[src/rtl/config_loader.sv]
// config_loader: clears a config chain, shifts bytes into it LSB first and
// returns the chain's previous contents as bytes.
// Ports: clock/nreset; start; word_data/word_valid/word_ready byte stream;
// config_data/config_enable/config_nreset/config_return chain pins;
// rb_data/rb_valid readback; busy/done status.
module config_loader #(
  parameter int CHAIN_LENGTH = 1024,
  parameter int CLEAR_CYCLES = 4
) (
  input  logic       clock,
  input  logic       nreset,
  input  logic       start,
  input  logic [7:0] word_data,
  input  logic       word_valid,
  output logic       word_ready,
  output logic       config_data,
  output logic       config_enable,
  output logic       config_nreset,
  input  logic       config_return,
  output logic [7:0] rb_data,
  output logic       rb_valid,
  output logic       busy,
  output logic       done
);

  localparam int CW = $clog2(CHAIN_LENGTH + 1);
  localparam logic [CW-1:0] LAST_BIT = CW'(CHAIN_LENGTH - 1);
  localparam logic [7:0] CLR_LAST = 8'(CLEAR_CYCLES - 1);

  typedef enum logic [1:0] {
    IDLE,
    CLEAR,
    SHIFT,
    FINISH
  } state_e;

  state_e        state_q, state_d;
  logic [7:0]    clr_q, clr_d;
  logic [CW-1:0] bit_q, bit_d;
  logic [7:0]    buf_q, buf_d;
  logic [3:0]    bcnt_q, bcnt_d;
  logic [7:0]    rbs_q, rbs_d;
  logic [2:0]    rbc_q, rbc_d;

  logic       ready_q, ready_d;
  logic       cdata_q, cdata_d;
  logic       cen_q, cen_d;
  logic       cnres_q, cnres_d;
  logic [7:0] rbd_q, rbd_d;
  logic       rbv_q, rbv_d;
  logic       busy_q, busy_d;
  logic       done_q, done_d;

  logic       shift;
  logic       accept;
  logic       last;
  logic [7:0] rb_word;

  always_comb begin
    state_d = state_q;
    clr_d   = clr_q;
    bit_d   = bit_q;
    buf_d   = buf_q;
    bcnt_d  = bcnt_q;
    rbs_d   = rbs_q;
    rbc_d   = rbc_q;
    rbv_d   = 1'b0;
    rbd_d   = rbd_q;
    shift   = 1'b0;
    accept  = 1'b0;
    last    = 1'b0;
    rb_word = rbs_q | ({7'd0, config_return} << rbc_q);

    unique case (state_q)
      IDLE: begin
        if (start) begin
          state_d = CLEAR;
          clr_d   = '0;
          bit_d   = '0;
          buf_d   = '0;
          bcnt_d  = '0;
          rbs_d   = '0;
          rbc_d   = '0;
        end
      end
      CLEAR: begin
        if (clr_q == CLR_LAST) begin
          state_d = SHIFT;
        end else begin
          clr_d = clr_q + 8'd1;
        end
      end
      SHIFT: begin
        shift  = (bcnt_q != 4'd0);
        accept = word_valid && ready_q;
        last   = shift && (bit_q == LAST_BIT);
        if (shift) begin
          buf_d  = {1'b0, buf_q[7:1]};
          bcnt_d = bcnt_q - 4'd1;
          bit_d  = bit_q + CW'(1);
          rbs_d  = rb_word;
          rbc_d  = rbc_q + 3'd1;
          // a full byte or the final (possibly partial) byte is
          // registered here, so the last one shows up in FINISH
          if (rbc_q == 3'd7 || last) begin
            rbv_d = 1'b1;
            rbd_d = rb_word;
            rbs_d = '0;
            rbc_d = '0;
          end
        end
        // a new word replaces the buffer as its last bit goes out
        if (accept) begin
          buf_d  = word_data;
          bcnt_d = 4'd8;
        end
        if (last) begin
          state_d = FINISH;
          buf_d   = '0;
          bcnt_d  = '0;
        end
      end
      FINISH: begin
        state_d = IDLE;
      end
      default: begin
        state_d = IDLE;
      end
    endcase

    // outputs are registered from next state
    busy_d  = (state_d != IDLE);
    cnres_d = (state_d != CLEAR);
    cen_d   = (state_d == SHIFT) && (bcnt_d != 4'd0);
    cdata_d = cen_d && buf_d[0];
    ready_d = (state_d == SHIFT) && (bcnt_d <= 4'd1);
    done_d  = (state_d == FINISH);
  end

  always_ff @(posedge clock or negedge nreset) begin
    if (!nreset) begin
      state_q <= IDLE;
      clr_q   <= '0;
      bit_q   <= '0;
      buf_q   <= '0;
      bcnt_q  <= '0;
      rbs_q   <= '0;
      rbc_q   <= '0;
      ready_q <= 1'b0;
      cdata_q <= 1'b0;
      cen_q   <= 1'b0;
      cnres_q <= 1'b0;
      rbd_q   <= '0;
      rbv_q   <= 1'b0;
      busy_q  <= 1'b0;
      done_q  <= 1'b0;
    end else begin
      state_q <= state_d;
      clr_q   <= clr_d;
      bit_q   <= bit_d;
      buf_q   <= buf_d;
      bcnt_q  <= bcnt_d;
      rbs_q   <= rbs_d;
      rbc_q   <= rbc_d;
      ready_q <= ready_d;
      cdata_q <= cdata_d;
      cen_q   <= cen_d;
      cnres_q <= cnres_d;
      rbd_q   <= rbd_d;
      rbv_q   <= rbv_d;
      busy_q  <= busy_d;
      done_q  <= done_d;
    end
  end

  assign word_ready    = ready_q;
  assign config_data   = cdata_q;
  assign config_enable = cen_q;
  assign config_nreset = cnres_q;
  assign rb_data       = rbd_q;
  assign rb_valid      = rbv_q;
  assign busy          = busy_q;
  assign done          = done_q;

endmodule

[config.mk]
export PLATFORM = sky130hd
export DESIGN_NAME = config_loader
export DESIGN_NICKNAME = d
export VERILOG_FILES = /design/src/rtl/config_loader.sv
export SDC_FILE = /design/constraint.sdc
export NUM_CORES = 1
export LEC_CHECK = 0
export CAP_MARGIN = 20
export CORE_MARGIN = 1
export CORE_UTILIZATION = 59
export CTS_BUF_LIST = sky130_fd_sc_hd__clkbuf_4
export DETAILED_ROUTE_END_ITERATION = 10
export GPL_TIMING_DRIVEN = 0
export MAX_ROUTING_LAYER = met4
export PLACE_DENSITY = 0.82
export SETUP_SLACK_MARGIN = 0.4
export SYNTH_ARGS = -nofsm -noshare
export SYNTH_HDL_FRONTEND = slang
export SYNTH_SLANG_ARGS = --single-unit
[constraint.sdc]
create_clock -name clock -period 2.2 [get_ports clock]
set_clock_uncertainty 0.05 [all_clocks]
set_input_delay 0.44 -clock clock [delete_from_list [all_inputs] [get_ports clock]]
set_output_delay 0.44 -clock clock [all_outputs]
set_load 0.01 [all_outputs]
==> run summary <==
wire length of the first global-routing pass: 11690 um
DR WL/cell: 22.20 um
crit path capture: config_enable$_DFF_PN0_
largest net degree at the start of global routing: 34
remaining number of nets flagged by the antenna check after routing: 0
utilization after layout: 0.8848
via count: 2559
clock insertion delay at the later pin of the skew report: 0.43 ns
Static Leak: 1.832 nW
grt total ovfl: 0
number of ports placed on the die boundary: 28
setup repair after global routing missed its margin: yes
class of the tightest hold or removal check: in2async
CP Class: reg2reg
TritonCTS sink count: 59
register bit count reported by yosys: 59
final critical path time including I/O delays and setup: 2.157 ns
floorplan core area: 4474 um^2
Worst Setup SP: bit_q[1]$_DFFE_PN0P_
post-layout instance count excluding filler cells: 398
clock transition at the registers of the reported paths: 0.11 ns
Initial Utilization: 0.6286
count of buffers from port buffering: 27
worst slew slack as a fraction of its limit: 0.5547
Power, Total: 0.004031 W
violations in the final reports: negative hold slack
total placed cells including tap cells: 355
root buffer cell: sky130_fd_sc_hd__clkbuf_4
antenna violations before repair: 0
Worst-Margin Slew: 0.6679 ns
most frequent cells after synthesis: sky130_fd_sc_hd__dfrtp_1, sky130_fd_sc_hd__nand2_1, sky130_fd_sc_hd__nor2_1
upper clock frequency limit: 463.6 MHz
number of global-route vias before repair: 2433
antenna fix cells: 0
worst reg-to-reg path cell count: 7
width of the die: 71.05 um
count of flip-flops with a built-in enable after synthesis: 0
share of cells above drive strength 1: 0.3410
area enclosed by the die boundary: 5047 um^2
ys flop type: sky130_fd_sc_hd__dfrtp_1
TritonCTS clock tree: done
final worst path period share: 0.9805
post-detailed-placement half-perimeter wirelength: 3978 um
Worst Setup End Kind: register
Yosys warning total: 0
Worst setup SP type: register
die height: 71.05 um
share of synthesized area occupied by flip-flops and latches: 0.5249
share of Yosys cell area claimed by the top area cell type: 0.5249
Worst Path Max Fanout: 4
Syn Inst Count: 275
most common cell in the synthesized netlist: sky130_fd_sc_hd__dfrtp_1
drt initial violations: 218
Std-Cell Rows: 24
number of buffers on the longest clock path: 2
Crit Reg-Reg Endpoint: config_enable$_DFF_PN0_
reg-to-reg startpoint: bit_q[1]$_DFFE_PN0P_
Post-Route Hold Slack: -0.02324 ns
max-capacitance violation count: 0
final setup vio count: 0
number of distinct library cell variants in the gate-level netlist after synthesis: 57
post-route worst setup slack: 0.04297 ns
final-layout setup total negative slack: 0 ns
footprint of the multi-input gates: 1602 um^2
cell accounting for the most synthesized area: sky130_fd_sc_hd__dfrtp_1
syn nets: 293
final count of hold timing violations: 17
IR drop worst, VDD: 0.9462 mV
data required time of the critical path: 2.46 ns
sequential cell area: 1476 um^2
status: finished with violations
fraction of registers with async set or reset after synthesis: 1.000
Final Max Tran Viols: 0
Post-route DRC: 0
number of iterations in the first detailed-routing pass: 6
synthesized area divided by synthesized cell count: 10.23 um^2
pre-CTS worst setup slack: -0.1920 ns
number of buffers created by CTS: 9
flop2flop setup slack: 0.04 ns
total number of nets in the final design: 360
Worst Path Arrival: 2.42 ns
number of buffers inserted by hold repair at cts: 0
Total Routed Length: 8836 um
synth top area cells: sky130_fd_sc_hd__dfrtp_1, sky130_fd_sc_hd__nand2_1, sky130_fd_sc_hd__o21ai_0
Power Dens Cells: 1018 nW/um^2
global placement routability congestion: 0.8102
routed vias/inst: 6.430
Cell Area, Synth: 2813 um^2
total global routing track utilization: 0.3190
maximum level of the CTS H-tree: 3
filler cell count: 179
area growth from synthesis to layout: 40.75%
worst min-delay path by stage:
stage / endpoint / depth (start not counted) / startpoint
CTS: rb_data[3]$_DFFE_PN0P_ / 1 / nreset
floorplan: bcnt_q[0]$_DFF_PN0_ / 0 / nreset
detailed placement: buf_q[4]$_DFFE_PN0P_ / 2 / buf_q[4]$_DFFE_PN0P_
global placement: buf_q[4]$_DFFE_PN0P_ / 2 / buf_q[4]$_DFFE_PN0P_
global route: rbs_q[3]$_DFFE_PN0P_ / 1 / nreset
finish: rb_data[3]$_DFFE_PN0P_ / 1 / nreset
sequential cells by signal, indices dropped and copies added (netlist names):
signal         cells
bit_q             11
config_enable      1
rb_data            8
buf_q              8
rb_valid           1
done               1
config_data        1
state_q            2
busy               1
clr_q              8
bcnt_q             4
rbs_q              8
word_ready         1
config_nreset      1
rbc_q              3
timing repair:
item,in CTS,in global routing
setup buffers,12,14
gates cloned,2,0
setup endpoints to repair,51,59
gates resized for setup,65,52
pin swaps,20,21
kinds of logic after synthesis:
| family | after synthesis | share of synthesized area |
|---|---|---|
| and+or+nand+nor | 111 | 0.2135 |
| DFF | 59 | 0.5249 |
| AOI/OAI and AO/OA | 54 | 0.1232 |
| buffers and inverters | 21 | 0.03336 |
| xor gates and xnor gates | 15 | 0.04671 |
| muxes | 10 | 0.03603 |
| adders and majority gates | 5 | 0.02224 |
stage by stage:
stage          hold slack, ns  instance area (um^2)
5_1_grt               0.01168                  3959
4_1_cts              0.001309                  3650
6_report             -0.02324                  3959
3_3_place_gp           0.4037                  3168
2_1_floorplan         0.09441                  2833
3_5_place_dp           0.4138                  3183
worst max-delay path, cell delays in order, from the launching register on:
cell                       delay, ns
sky130_fd_sc_hd__dfrtp_1        0.40
sky130_fd_sc_hd__ha_2           0.22
sky130_fd_sc_hd__nand3b_1       0.17
sky130_fd_sc_hd__buf_4          0.21
sky130_fd_sc_hd__nor4_4         0.35
sky130_fd_sc_hd__o21ai_2        0.16
sky130_fd_sc_hd__nor4_2         0.38
sky130_fd_sc_hd__nor2_1         0.10
per-layer routing:
metal / wire (um) / up-vias / track usage / part of all wire
li1: - / 1107 / - / -
met1: 3456 / 1253 / 0.3926 / 0.39
met2: 4322 / 150 / 0.4882 / 0.49
met3: 597 / 49 / 0.05556 / 0.068
met4: 459 / 0 / 0.2067 / 0.052
met5: 0 / - / - / 0
report_power, final:
part | total (W) | switching (W) | internal [W]
Combinational | 0.00182 | 0.00102 | 0.000803
Sequential | 0.00135 | 0.000141 | 0.00121
Clock | 0.000865 | 0.000418 | 0.000447
Total | 0.00403 | 0.00157 | 0.00246
cell type report:
| type | count | share of cell area |
|---|---|---|
| buffer | 8 | 0.01833 |
| clock buffer | 9 | 0.01707 |
| clock inverter | 6 | 0.02054 |
| inverter | 13 | 0.01233 |
| multi-input combinational | 195 | 0.4046 |
| sequential | 59 | 0.3729 |
| tap | 52 | 0.01643 |
| timing repair buffer | 56 | 0.1378 |
cell usage in the layout, fill, tap and decap left out, types with 4 or more instances in the layout:
master / Yosys / layout
sky130_fd_sc_hd__buf_6: 1 / 8
sky130_fd_sc_hd__a31oi_1: 5 / 5
sky130_fd_sc_hd__dlygate4sd2_1: 0 / 9
sky130_fd_sc_hd__buf_4: 1 / 19
sky130_fd_sc_hd__nand2_1: 36 / 26
sky130_fd_sc_hd__inv_1: 13 / 11
sky130_fd_sc_hd__clkbuf_4: 0 / 9
sky130_fd_sc_hd__and3_1: 9 / 7
sky130_fd_sc_hd__clkdlybuf4s50_1: 0 / 13
sky130_fd_sc_hd__a21oi_1: 10 / 7
sky130_fd_sc_hd__o21ai_2: 1 / 15
sky130_fd_sc_hd__nor2_1: 24 / 22
sky130_fd_sc_hd__dlymetal6s2s_1: 0 / 4
sky130_fd_sc_hd__xor2_1: 6 / 6
sky130_fd_sc_hd__mux2i_1: 9 / 9
sky130_fd_sc_hd__nand3_1: 5 / 5
sky130_fd_sc_hd__nand4_1: 4 / 4
sky130_fd_sc_hd__xnor2_1: 9 / 8
sky130_fd_sc_hd__nand2_2: 1 / 6
sky130_fd_sc_hd__dfrtp_1: 59 / 59
No activity file was read; power rests on OpenSTA's default activity.
